<file path="config.mk">
export PLATFORM = sky130hd
export DESIGN_NAME = inst_dispatch
export DESIGN_NICKNAME = d
export VERILOG_FILES = /design/src/rtl/inst_dispatch.sv
export SDC_FILE = /design/constraint.sdc
export NUM_CORES = 1
export LEC_CHECK = 0
export ABC_AREA = 1
export BUFFER_PORTS_ARGS = -buffer_cell sky130_fd_sc_hd__buf_2
export CAP_MARGIN = 25
export CORE_AREA = 2 2 307 309
export DETAILED_ROUTE_END_ITERATION = 10
export DIE_AREA = 0 0 309 311
export PLACE_DENSITY_LB_ADDON = 0.15
export SETUP_SLACK_MARGIN = 0.2
export SYNTH_ARGS = -nofsm -noshare
export SYNTH_HDL_FRONTEND = slang
export SYNTH_SLANG_ARGS = --single-unit
export TNS_END_PERCENT = 10
</file>
<file path="constraint.sdc">
create_clock -name i_clk -period 17.6 [get_ports i_clk]
set_clock_uncertainty 0.15 [all_clocks]
set_input_delay 1.76 -clock i_clk [delete_from_list [all_inputs] [get_ports i_clk]]
set_output_delay 1.76 -clock i_clk [all_outputs]
set_load 0.02 [all_outputs]
</file>
<file path="src/rtl/inst_dispatch.sv">
// Instruction FIFO plus dispatcher: decodes the head entry, latches per-class payloads and
// launches DMA/compute work while tracking outstanding DMAs, jumps, stops and illegal opcodes.
module inst_dispatch #(
  parameter int INST_W  = 128,
  parameter int OPC_W   = 5,
  parameter int PC_W    = 12,
  parameter int DEPTH   = 4,
  parameter int MAX_DMA = 3
) (
  input  logic                            i_clk,
  input  logic                            i_rst_n,
  input  logic                            clr,
  input  logic                            i_start,
  input  logic [INST_W-1:0]               i_inst,
  input  logic                            i_inst_valid,
  output logic                            o_inst_ready,
  output logic [INST_W-OPC_W-1:0]         o_dma_pl,
  output logic [INST_W-OPC_W-1:0]         o_iob_pl,
  output logic [INST_W-OPC_W-1:0]         o_wb_pl,
  output logic [INST_W-OPC_W-1:0]         o_n2iob_pl,
  output logic [INST_W-OPC_W-1:0]         o_sm_pl,
  output logic [4:0]                      o_cfg_upd,
  output logic                            o_dma_start,
  input  logic                            i_dma_done,
  output logic [$clog2(MAX_DMA+1)-1:0]    o_dma_outstanding,
  output logic                            o_core_start,
  output logic                            o_core_op,
  input  logic                            i_core_done,
  output logic                            o_jump_valid,
  output logic [PC_W-1:0]                 o_jump_pc,
  output logic                            o_stop,
  output logic                            o_err_inst,
  output logic [OPC_W-1:0]                o_err_opcode
);
  localparam int PL_W  = INST_W - OPC_W;
  localparam int AW    = $clog2(DEPTH);
  localparam int PTR_W = AW + 1;
  localparam int CNT_W = $clog2(MAX_DMA + 1);
  localparam logic [CNT_W-1:0] MAX_CNT = CNT_W'(MAX_DMA);

  localparam logic [OPC_W-1:0] OP_DMA     = OPC_W'(5'b10010);
  localparam logic [OPC_W-1:0] OP_IOB2N   = OPC_W'(5'b01010);
  localparam logic [OPC_W-1:0] OP_WB2N    = OPC_W'(5'b01011);
  localparam logic [OPC_W-1:0] OP_N2IOB   = OPC_W'(5'b01101);
  localparam logic [OPC_W-1:0] OP_SOFTMAX = OPC_W'(5'b00110);
  localparam logic [OPC_W-1:0] OP_STOP    = OPC_W'(5'b11111);
  localparam logic [OPC_W-1:0] OP_JUMP    = OPC_W'(5'b11100);

  localparam logic [2:0] S_IDLE      = 3'd0;
  localparam logic [2:0] S_RUN       = 3'd1;
  localparam logic [2:0] S_WAIT_DMA  = 3'd2;
  localparam logic [2:0] S_WAIT_CORE = 3'd3;
  localparam logic [2:0] S_HALT      = 3'd4;

  logic [INST_W-1:0] r_mem [DEPTH];
  logic [PTR_W-1:0]  r_wptr, r_rptr, r_wptr_d;
  logic [2:0]        r_state;
  logic [CNT_W-1:0]  r_cnt;
  logic              r_inst_ready, r_dma_start, r_core_start, r_core_op, r_jump_valid, r_stop;
  logic              r_err_inst;
  logic [OPC_W-1:0]  r_err_opcode;
  logic [4:0]        r_cfg_upd;
  logic [PL_W-1:0]   r_dma_pl, r_iob_pl, r_wb_pl, r_n2iob_pl, r_sm_pl;
  logic [PC_W-1:0]   r_jump_pc;

  logic [INST_W-1:0] w_head;
  logic [OPC_W-1:0]  w_op;
  logic [PL_W-1:0]   w_pl;
  logic              w_avail, w_push, w_pop, w_flush, w_dma_go, w_core_go, w_core_op, w_err, w_dec;
  logic [4:0]        w_cfg;
  logic [2:0]        w_state_n;
  logic [PTR_W-1:0]  w_wptr_n, w_rptr_n, w_used_n;
  logic [CNT_W-1:0]  w_cnt_n;

  assign w_head  = r_mem[r_rptr[AW-1:0]];
  assign w_op    = w_head[INST_W-1 -: OPC_W];
  assign w_pl    = w_head[PL_W-1:0];
  // An entry becomes eligible for dispatch one edge after it is written.
  assign w_avail = (r_wptr_d != r_rptr);
  assign w_push  = i_inst_valid & r_inst_ready;

  always_comb begin
    w_state_n = r_state;
    w_pop     = 1'b0;
    w_flush   = 1'b0;
    w_cfg     = '0;
    w_dma_go  = 1'b0;
    w_core_go = 1'b0;
    w_core_op = 1'b0;
    w_err     = 1'b0;
    case (r_state)
      S_IDLE, S_HALT: if (i_start) w_state_n = S_RUN;
      S_RUN: begin
        if (w_avail && !(w_head[37] && r_cnt != '0)) begin
          case (w_op)
            OP_IOB2N: begin w_cfg[1] = 1'b1; w_pop = 1'b1; end
            OP_WB2N:  begin w_cfg[2] = 1'b1; w_pop = 1'b1; end
            OP_DMA: begin
              if (r_cnt != MAX_CNT) begin
                w_cfg[0] = 1'b1;
                w_dma_go = 1'b1;
                w_pop    = 1'b1;
                if (!w_head[20]) w_state_n = S_WAIT_DMA;
              end
            end
            OP_N2IOB: begin
              w_cfg[3] = 1'b1; w_core_go = 1'b1; w_pop = 1'b1; w_state_n = S_WAIT_CORE;
            end
            OP_SOFTMAX: begin
              w_cfg[4] = 1'b1; w_core_go = 1'b1; w_core_op = 1'b1; w_pop = 1'b1;
              w_state_n = S_WAIT_CORE;
            end
            OP_JUMP: w_flush = 1'b1;
            OP_STOP: begin w_pop = 1'b1; w_state_n = S_HALT; end
            default: begin w_pop = 1'b1; w_err = 1'b1; end
          endcase
        end
      end
      S_WAIT_DMA:  if (r_cnt == '0 || (r_cnt == CNT_W'(1) && i_dma_done)) w_state_n = S_RUN;
      S_WAIT_CORE: if (i_core_done) w_state_n = S_RUN;
      default:     w_state_n = S_IDLE;
    endcase
  end

  assign w_dec    = i_dma_done && (r_cnt != '0);
  assign w_cnt_n  = r_cnt + CNT_W'(w_dma_go) - CNT_W'(w_dec);
  assign w_wptr_n = r_wptr + PTR_W'(w_push);
  // A jump discards everything, including a word accepted in the same cycle.
  assign w_rptr_n = w_flush ? w_wptr_n : r_rptr + PTR_W'(w_pop);
  assign w_used_n = w_wptr_n - w_rptr_n;

  always_ff @(posedge i_clk) begin
    if (w_push) r_mem[r_wptr[AW-1:0]] <= i_inst;
  end

  always_ff @(posedge i_clk or negedge i_rst_n) begin
    if (!i_rst_n) begin
      r_state <= S_IDLE; r_wptr <= '0; r_rptr <= '0; r_wptr_d <= '0; r_cnt <= '0;
      r_inst_ready <= 1'b0; r_cfg_upd <= '0; r_dma_start <= 1'b0; r_core_start <= 1'b0;
      r_core_op <= 1'b0; r_jump_valid <= 1'b0; r_jump_pc <= '0; r_stop <= 1'b0;
      r_err_inst <= 1'b0; r_err_opcode <= '0;
      r_dma_pl <= '0; r_iob_pl <= '0; r_wb_pl <= '0; r_n2iob_pl <= '0; r_sm_pl <= '0;
    end else if (clr) begin
      r_state <= S_IDLE; r_wptr <= '0; r_rptr <= '0; r_wptr_d <= '0; r_cnt <= '0;
      r_inst_ready <= 1'b0; r_cfg_upd <= '0; r_dma_start <= 1'b0; r_core_start <= 1'b0;
      r_core_op <= 1'b0; r_jump_valid <= 1'b0; r_jump_pc <= '0; r_stop <= 1'b0;
      r_err_inst <= 1'b0; r_err_opcode <= '0;
      r_dma_pl <= '0; r_iob_pl <= '0; r_wb_pl <= '0; r_n2iob_pl <= '0; r_sm_pl <= '0;
    end else begin
      r_state      <= w_state_n;
      r_wptr       <= w_wptr_n;
      r_rptr       <= w_rptr_n;
      r_wptr_d     <= w_flush ? w_wptr_n : r_wptr;
      r_cnt        <= w_cnt_n;
      r_inst_ready <= (w_used_n != PTR_W'(DEPTH)) && !w_flush;
      r_cfg_upd    <= w_cfg;
      r_dma_start  <= w_dma_go;
      r_core_start <= w_core_go;
      r_jump_valid <= w_flush;
      r_stop       <= (w_state_n == S_HALT);
      if (w_core_go) r_core_op <= w_core_op;
      if (w_flush)   r_jump_pc <= w_head[INST_W-OPC_W-1 -: PC_W];
      if (w_cfg[0])  r_dma_pl   <= w_pl;
      if (w_cfg[1])  r_iob_pl   <= w_pl;
      if (w_cfg[2])  r_wb_pl    <= w_pl;
      if (w_cfg[3])  r_n2iob_pl <= w_pl;
      if (w_cfg[4])  r_sm_pl    <= w_pl;
      if (w_err && !r_err_inst) begin
        r_err_inst   <= 1'b1;
        r_err_opcode <= w_op;
      end
    end
  end

  assign o_inst_ready      = r_inst_ready;
  assign o_dma_pl          = r_dma_pl;
  assign o_iob_pl          = r_iob_pl;
  assign o_wb_pl           = r_wb_pl;
  assign o_n2iob_pl        = r_n2iob_pl;
  assign o_sm_pl           = r_sm_pl;
  assign o_cfg_upd         = r_cfg_upd;
  assign o_dma_start       = r_dma_start;
  assign o_dma_outstanding = r_cnt;
  assign o_core_start      = r_core_start;
  assign o_core_op         = r_core_op;
  assign o_jump_valid      = r_jump_valid;
  assign o_jump_pc         = r_jump_pc;
  assign o_stop            = r_stop;
  assign o_err_inst        = r_err_inst;
  assign o_err_opcode      = r_err_opcode;
endmodule

</file>
# Word-level counts from Yosys, hierarchy flattened
# Memory sizes are Yosys's and may differ from the RTL's.
# Index checks and enable logic that the tools add are counted.
dict set report totals {
  mem_count 1
  out_inout_bits 646
  elab_cells 132
  in_bits 135
  mem_bits_rw 512
  reg_bits 658
}
dict set report classes {
  eq_ne 16
  addsub 5
  mux 65
  reduce_logical 24
  bitwise 1
}
# name words width read_ports rd_clocked_by_memory_dff write_ports line
set mem_list {}
lappend mem_list {r_mem 4 128 1 0 1 55} ;# logic [INST_W-1:0] r_mem [DEPTH];
# operator n
set op_table {}
lappend op_table {{$mux 123} 10}
lappend op_table {{$mux 3} 12}
lappend op_table {{$mux 1} 32}
lappend op_table {{$mux 5} 5}
lappend op_table {{$mux 12} 2}
lappend op_table {{$reduce_bool 2->1} 9}
lappend op_table {{$eq 5x4->1 const B} 3}
lappend op_table {{$eq 5x5->1 const B} 3}
lappend op_table {{$pmux 3 s4} 1}
lappend op_table {{$pmux 3 s3} 1}
lappend op_table {{$reduce_or 7->1} 1}
lappend op_table {{$add 3x1->3} 2}
lappend op_table {{$eq 3x2->1 const B} 2}
lappend op_table {{$eq 3x3->1 const B} 2}
lappend op_table {{$logic_and 1x1->1} 6}
lappend op_table {{$eq 5x3->1 const B} 1}
lappend op_table {{$reduce_or 2->1} 2}
lappend op_table {{$eq 3x1->1 const B} 1}
lappend op_table {{$logic_not 1->1} 3}
lappend op_table {{$logic_not 3->1} 1}
lappend op_table {{$ne 3x3->1} 1}
lappend op_table {{$ne 3x3->1 const B} 1}
lappend op_table {{$sub 3x3->3} 1}
lappend op_table {{$add 2x1->2} 1}
lappend op_table {{8 further kinds} 8}

# Logic depth before layout (Yosys ltp)
dict set report depth {
  depth_word 12
  ltp_mapped 24
  mapped_depth_nobuf 22
}

# Worst setup path after synthesis
# Ideal clock, no wire load.
dict set report synth_timing {
  kind {input-to-reg}
  startpoint {input i_inst_valid}
  endpoint {memory r_mem[2][0] (enable)}
  n_path_buf 0
  setup_ns 0.773
  path_slack_ns 6.166
  required_ns 16.677
  arrival_ns 10.512
  cell_stages 2
  cell_sequence {nand2_1 -> nor3_1}
}
dict set report synth_between {
  elab_chain_len 3
}
# item line
set synth_rtl {}
lappend synth_rtl {{from (decl)} 15} ;# input logic i_inst_valid,
lappend synth_rtl {{$and 1x1->1} 80} ;# assign w_push = i_inst_valid & r_inst_ready;
lappend synth_rtl {{$mux 1} 133} ;# if (w_push) r_mem[r_wptr[AW-1:0]] <= i_inst;
lappend synth_rtl {{$mux 1 (implied by the code)} 133}
lappend synth_rtl {{to (decl)} 55}
# Every way passes these cells.

# Worst setup path after layout
dict set report layout_timing {
  startpoint {register r_rptr[0]}
  endpoint {register r_iob_pl[70], in the netlist o_iob_pl[70]}
}
dict set report layout_between {
  elab_chain_len 7
  word_cells_on_any_way 12
  cone_classes {2 x eq/ne; 5 x mux; 4 x reduce/logical; 1 x memory}
}
# item line
set layout_rtl {}
lappend layout_rtl {{from (decl)} 56} ;# logic [PTR_W-1:0] r_wptr, r_rptr, r_wptr_d;
lappend layout_rtl {{from (signal assigned)} 152} ;# r_rptr <= w_rptr_n;
lappend layout_rtl {{branches (longest 7 deep; another with $mem_v2 4x128)} -}
lappend layout_rtl {{to (signal assigned)} 164} ;# if (w_cfg[1]) r_iob_pl <= w_pl;
lappend layout_rtl {{to (decl)} 63} ;# logic [PL_W-1:0] r_dma_pl, r_iob_pl, r_wb_pl, r_n2iob_pl, r_sm_pl;
# Parallel ways; which one is timed is not known. The select of a mux whose other input is x is not followed.
# A chain may end at the register's enable or synchronous reset.

==> summary.txt <==
CTS
  • H-tree depth: 3
  • CTS tree: built
  • Clock slew at reported path FFs: approximately 0.060 ns
  • Post_cts resized: 0
  • Root buffer cell: clkbuf_16
  • Setup Buffers After CTS: 0
  • # clock sinks: 1,169
  • Worst-Skew Late Latency: 0.70 ns
  • Maximum buffer depth of the clock tree: 3
  • # hold bufs at CTS: 0
  • CTS Buf Count: 117

Synthesis
  • Yosys warnings: 0
  • Count of unique library cells instantiated by Yosys: 39
  • Netlist Area Pre-Place: 43,700 µm²
  • Syn_nets: 3,771
  • Ys flop type: dfrtp_1
  • Seq cells post-synth: roughly 1,200
  • Ys async rst share: 56.2%
  • Post-synthesis cell count: 3,628
  • EDFF count, synth: 512
  • Mean Syn Cell Area: around 12 µm²
  • Sequential fraction of the synthesis area: 72.8%

Pwr
  • Worst IR Drop VDD: 0.0861 mV
  • Power Total: 6.45 mW
  • Leakage: 23.0 nW
  • Pwr dens: 124 nW/µm²

Placement
  • Hpwl dp: 78.5 mm
  • Cell Area, Placed: 48,200 µm²
  • Number of buffers added on ports: 780
  • GPL Wtd Cong: about 0.8
  • Place WS: 12.59 ns

STA
  • Worst hold slack: 0.324 ns
  • Final min period: 4.70 ns
  • Total negative slack: 0 ns
  • Final Hold Viols: 0
  • Fin crit share: 26.7%
  • Final setup vio count: 0
  • RSZ-0062 raised after global routing: false
  • Final worst slack: about 13 ns
  • Relative slew slack: 28.5%
  • Worst Max-Slew Pin Slew: about 1.1 ns
  • Fin. max-slew vios: 0
  • Max frequency: 0.213 GHz

GRT
  • Number of global-route vias before repair: 28,400
  • Congestion Overflow GR: 0
  • Met2 usage: 39.8%
  • Global-route wire length before repair: ~180 mm
  • Grt met3 use: ~6.4%
  • Antenna violations before repair: 53
  • Grt met1 use: 32.4%
  • Largest net degree at the start of global routing: approximately 170
  • Total GRT Usage: roughly a quarter
  • Most Crowded Layer GR: met2

Detailed routing
  • Routed length per instance: 21.2 µm
  • DRC viols: 0
  • Drt total wl: 121 mm
  • Post-route ant nets: 0
  • Vias per inst: 5.26
  • Drt pass-1 iters: 6
  • 1st-iter DRT viols: 2,743
  • Vias post-DR: 30,100

Final layout
  • Design area: 52,100 µm²
  • Most frequent cells in the layout: 823 x nand2_1, 779 x buf_2, 655 x dfrtp_1
  • Layout cell share with drive strength beyond 1: 26.2%
  • Commonest non-fill, non-tap cell in the layout: nand2_1
  • Synthesis-to-layout area growth: 19.2%
  • Post-layout nets: 4,470

Die
  • Die Height: 311 µm
  • # IOs: about 780
  • Initial core utilization: 47.1%
  • Die width: 309 µm
  • # rows: 112
  • Die area: ~96,000 µm²
  • Core Box Area: 92,800 µm²

Worst setup path
  • Worst setup EP type: flop
  • Critical path fanouts, max: 155
  • WP data required: 18.06 ns
  • CP arrival: about 5.2 ns
  • R2R cell count: 14
  • Crit path kind: flop to flop
  • Crit path launch type: flop

Outcome
  • Outcome: finished, final reports clean

Min path
  • Cells on Worst Hold Path: 2
  • Hold WC Path Type: flop to flop

Run
  • Max-cap violations: 0
-- synthesized netlist by cell type, types with 6 or more instances --
cell        n  area share (%)
a21oi_1     7           0.080
edfxtp_1  512              35
nor2_1    256             2.2
o21ai_0   461             5.3
o21ai_2   124             2.5
nor3_1      6           0.069
ha_1        8            0.23
clkbuf_1   82            0.70
o21ai_1   293             3.4
o22ai_1   121             1.7
nand2_1   823             7.1
nand3_1    32            0.37
inv_2       7           0.060
buf_2     108             1.2
buf_6      40             1.0
xnor2_1     6            0.12
buf_4       9            0.15
dfrtp_1   657              38
inv_1      34            0.29
-- flip-flops by register name (all words and copies together) (netlist names) --
name,flops
o_cfg_upd,5
o_core_op,1
o_core_start,1
o_dma_outstanding,2
o_dma_pl,123
o_err_inst,1
o_err_opcode,5
o_inst_ready,1
o_iob_pl,123
o_jump_pc,12
o_jump_valid,1
o_n2iob_pl,123
o_sm_pl,123
o_stop,1
o_wb_pl,123
r_mem,512
r_rptr,3
r_state,3
r_wptr,3
r_wptr_d,3
-- worst max-delay path: stages (launching register included) --
cell and delay (ns):
dfrtp_4 0.77, inv_8 0.67, nand2_1 0.10, nand3_1 0.12, nand3_1 0.12, nand2_1 0.17, nor2_4 0.08, inv_2 0.15
nor2_4 0.06, nand2_1 0.05, nand2_1 0.12, inv_8 0.61, buf_4 0.86, nand2_1 0.21, o21ai_2 0.12
-- final timing paths --
path                                        startpoint                             end  slack [ns]
max                                r_rptr[0]$_DFF_PN0_        o_iob_pl[70]$_DFFE_PN0P_       12.90
min                        o_n2iob_pl[122]$_DFFE_PN0P_     o_n2iob_pl[122]$_DFFE_PN0P_        0.32
max reg2reg                        r_rptr[0]$_DFF_PN0_        o_iob_pl[70]$_DFFE_PN0P_       12.90
min reg2reg                o_n2iob_pl[122]$_DFFE_PN0P_     o_n2iob_pl[122]$_DFFE_PN0P_        0.32
max in group asynchronous                      i_rst_n         o_wb_pl[70]$_DFFE_PN0P_       13.51
min in group asynchronous                      i_rst_n  o_dma_outstanding[0]$_DFF_PN0_        0.88
-- cell type report --
| type | count | area [µm²] |
|---|---|---|
| Antenna cell | 32 | 80.1 |
| Clock buffer | 168 | 3360 |
| Sequential cell | 1169 | 31800 |
| Fill cell | 8001 | 40600 |
| Inverter | 43 | 199 |
| Multi-Input combinational cell | 2175 | 10400 |
| Timing Repair Buffer | 821 | 4270 |
| Clock inverter | 56 | 418 |
| Tap cell | 1254 | 1570 |
-- power breakdown --
group | internal, mW | switching, mW | total, mW
registers | 3.05 | 0.103 | 3.16
clock network | 1.40 | 1.03 | 2.43
logic | 0.238 | 0.625 | 0.863
total | 4.69 | 1.76 | 6.45
-- stage by stage --
step                util [%]  instances
CTS                     56.1       5685
finish                  56.2       5718
global route            56.2       5710
detailed placement      52.0       5461
global placement        52.0       5460
floorplan                  -       3628
-- logic make-up (layout without fill, tap and decap cells) --
| group | Yosys count | in the layout | synth area share (%) |
|---|---|---|---|
| and+or+nand+nor | 1147 | 1147 | 10.3 |
| buffers and inverters | 284 | 1088 | 3.52 |
| AOI/OAI and AO/OA | 1013 | 1013 | 13.1 |
| other | 0 | 32 | 0 |
| xor gates and xnor gates | 7 | 7 | 0.140 |
| DFF | 1169 | 1169 | 72.8 |
| adders and majority gates | 8 | 8 | 0.229 |
-- routing by layer --
layer | part of all wire [%] | vias up
met1 | 41 | 14800
li1 | - | 14100
met4 | 2.8 | 38
met3 | 7.4 | 228
met2 | 49 | 933
met5 | 0.21 | -
(Power assumes the default switching activity.)
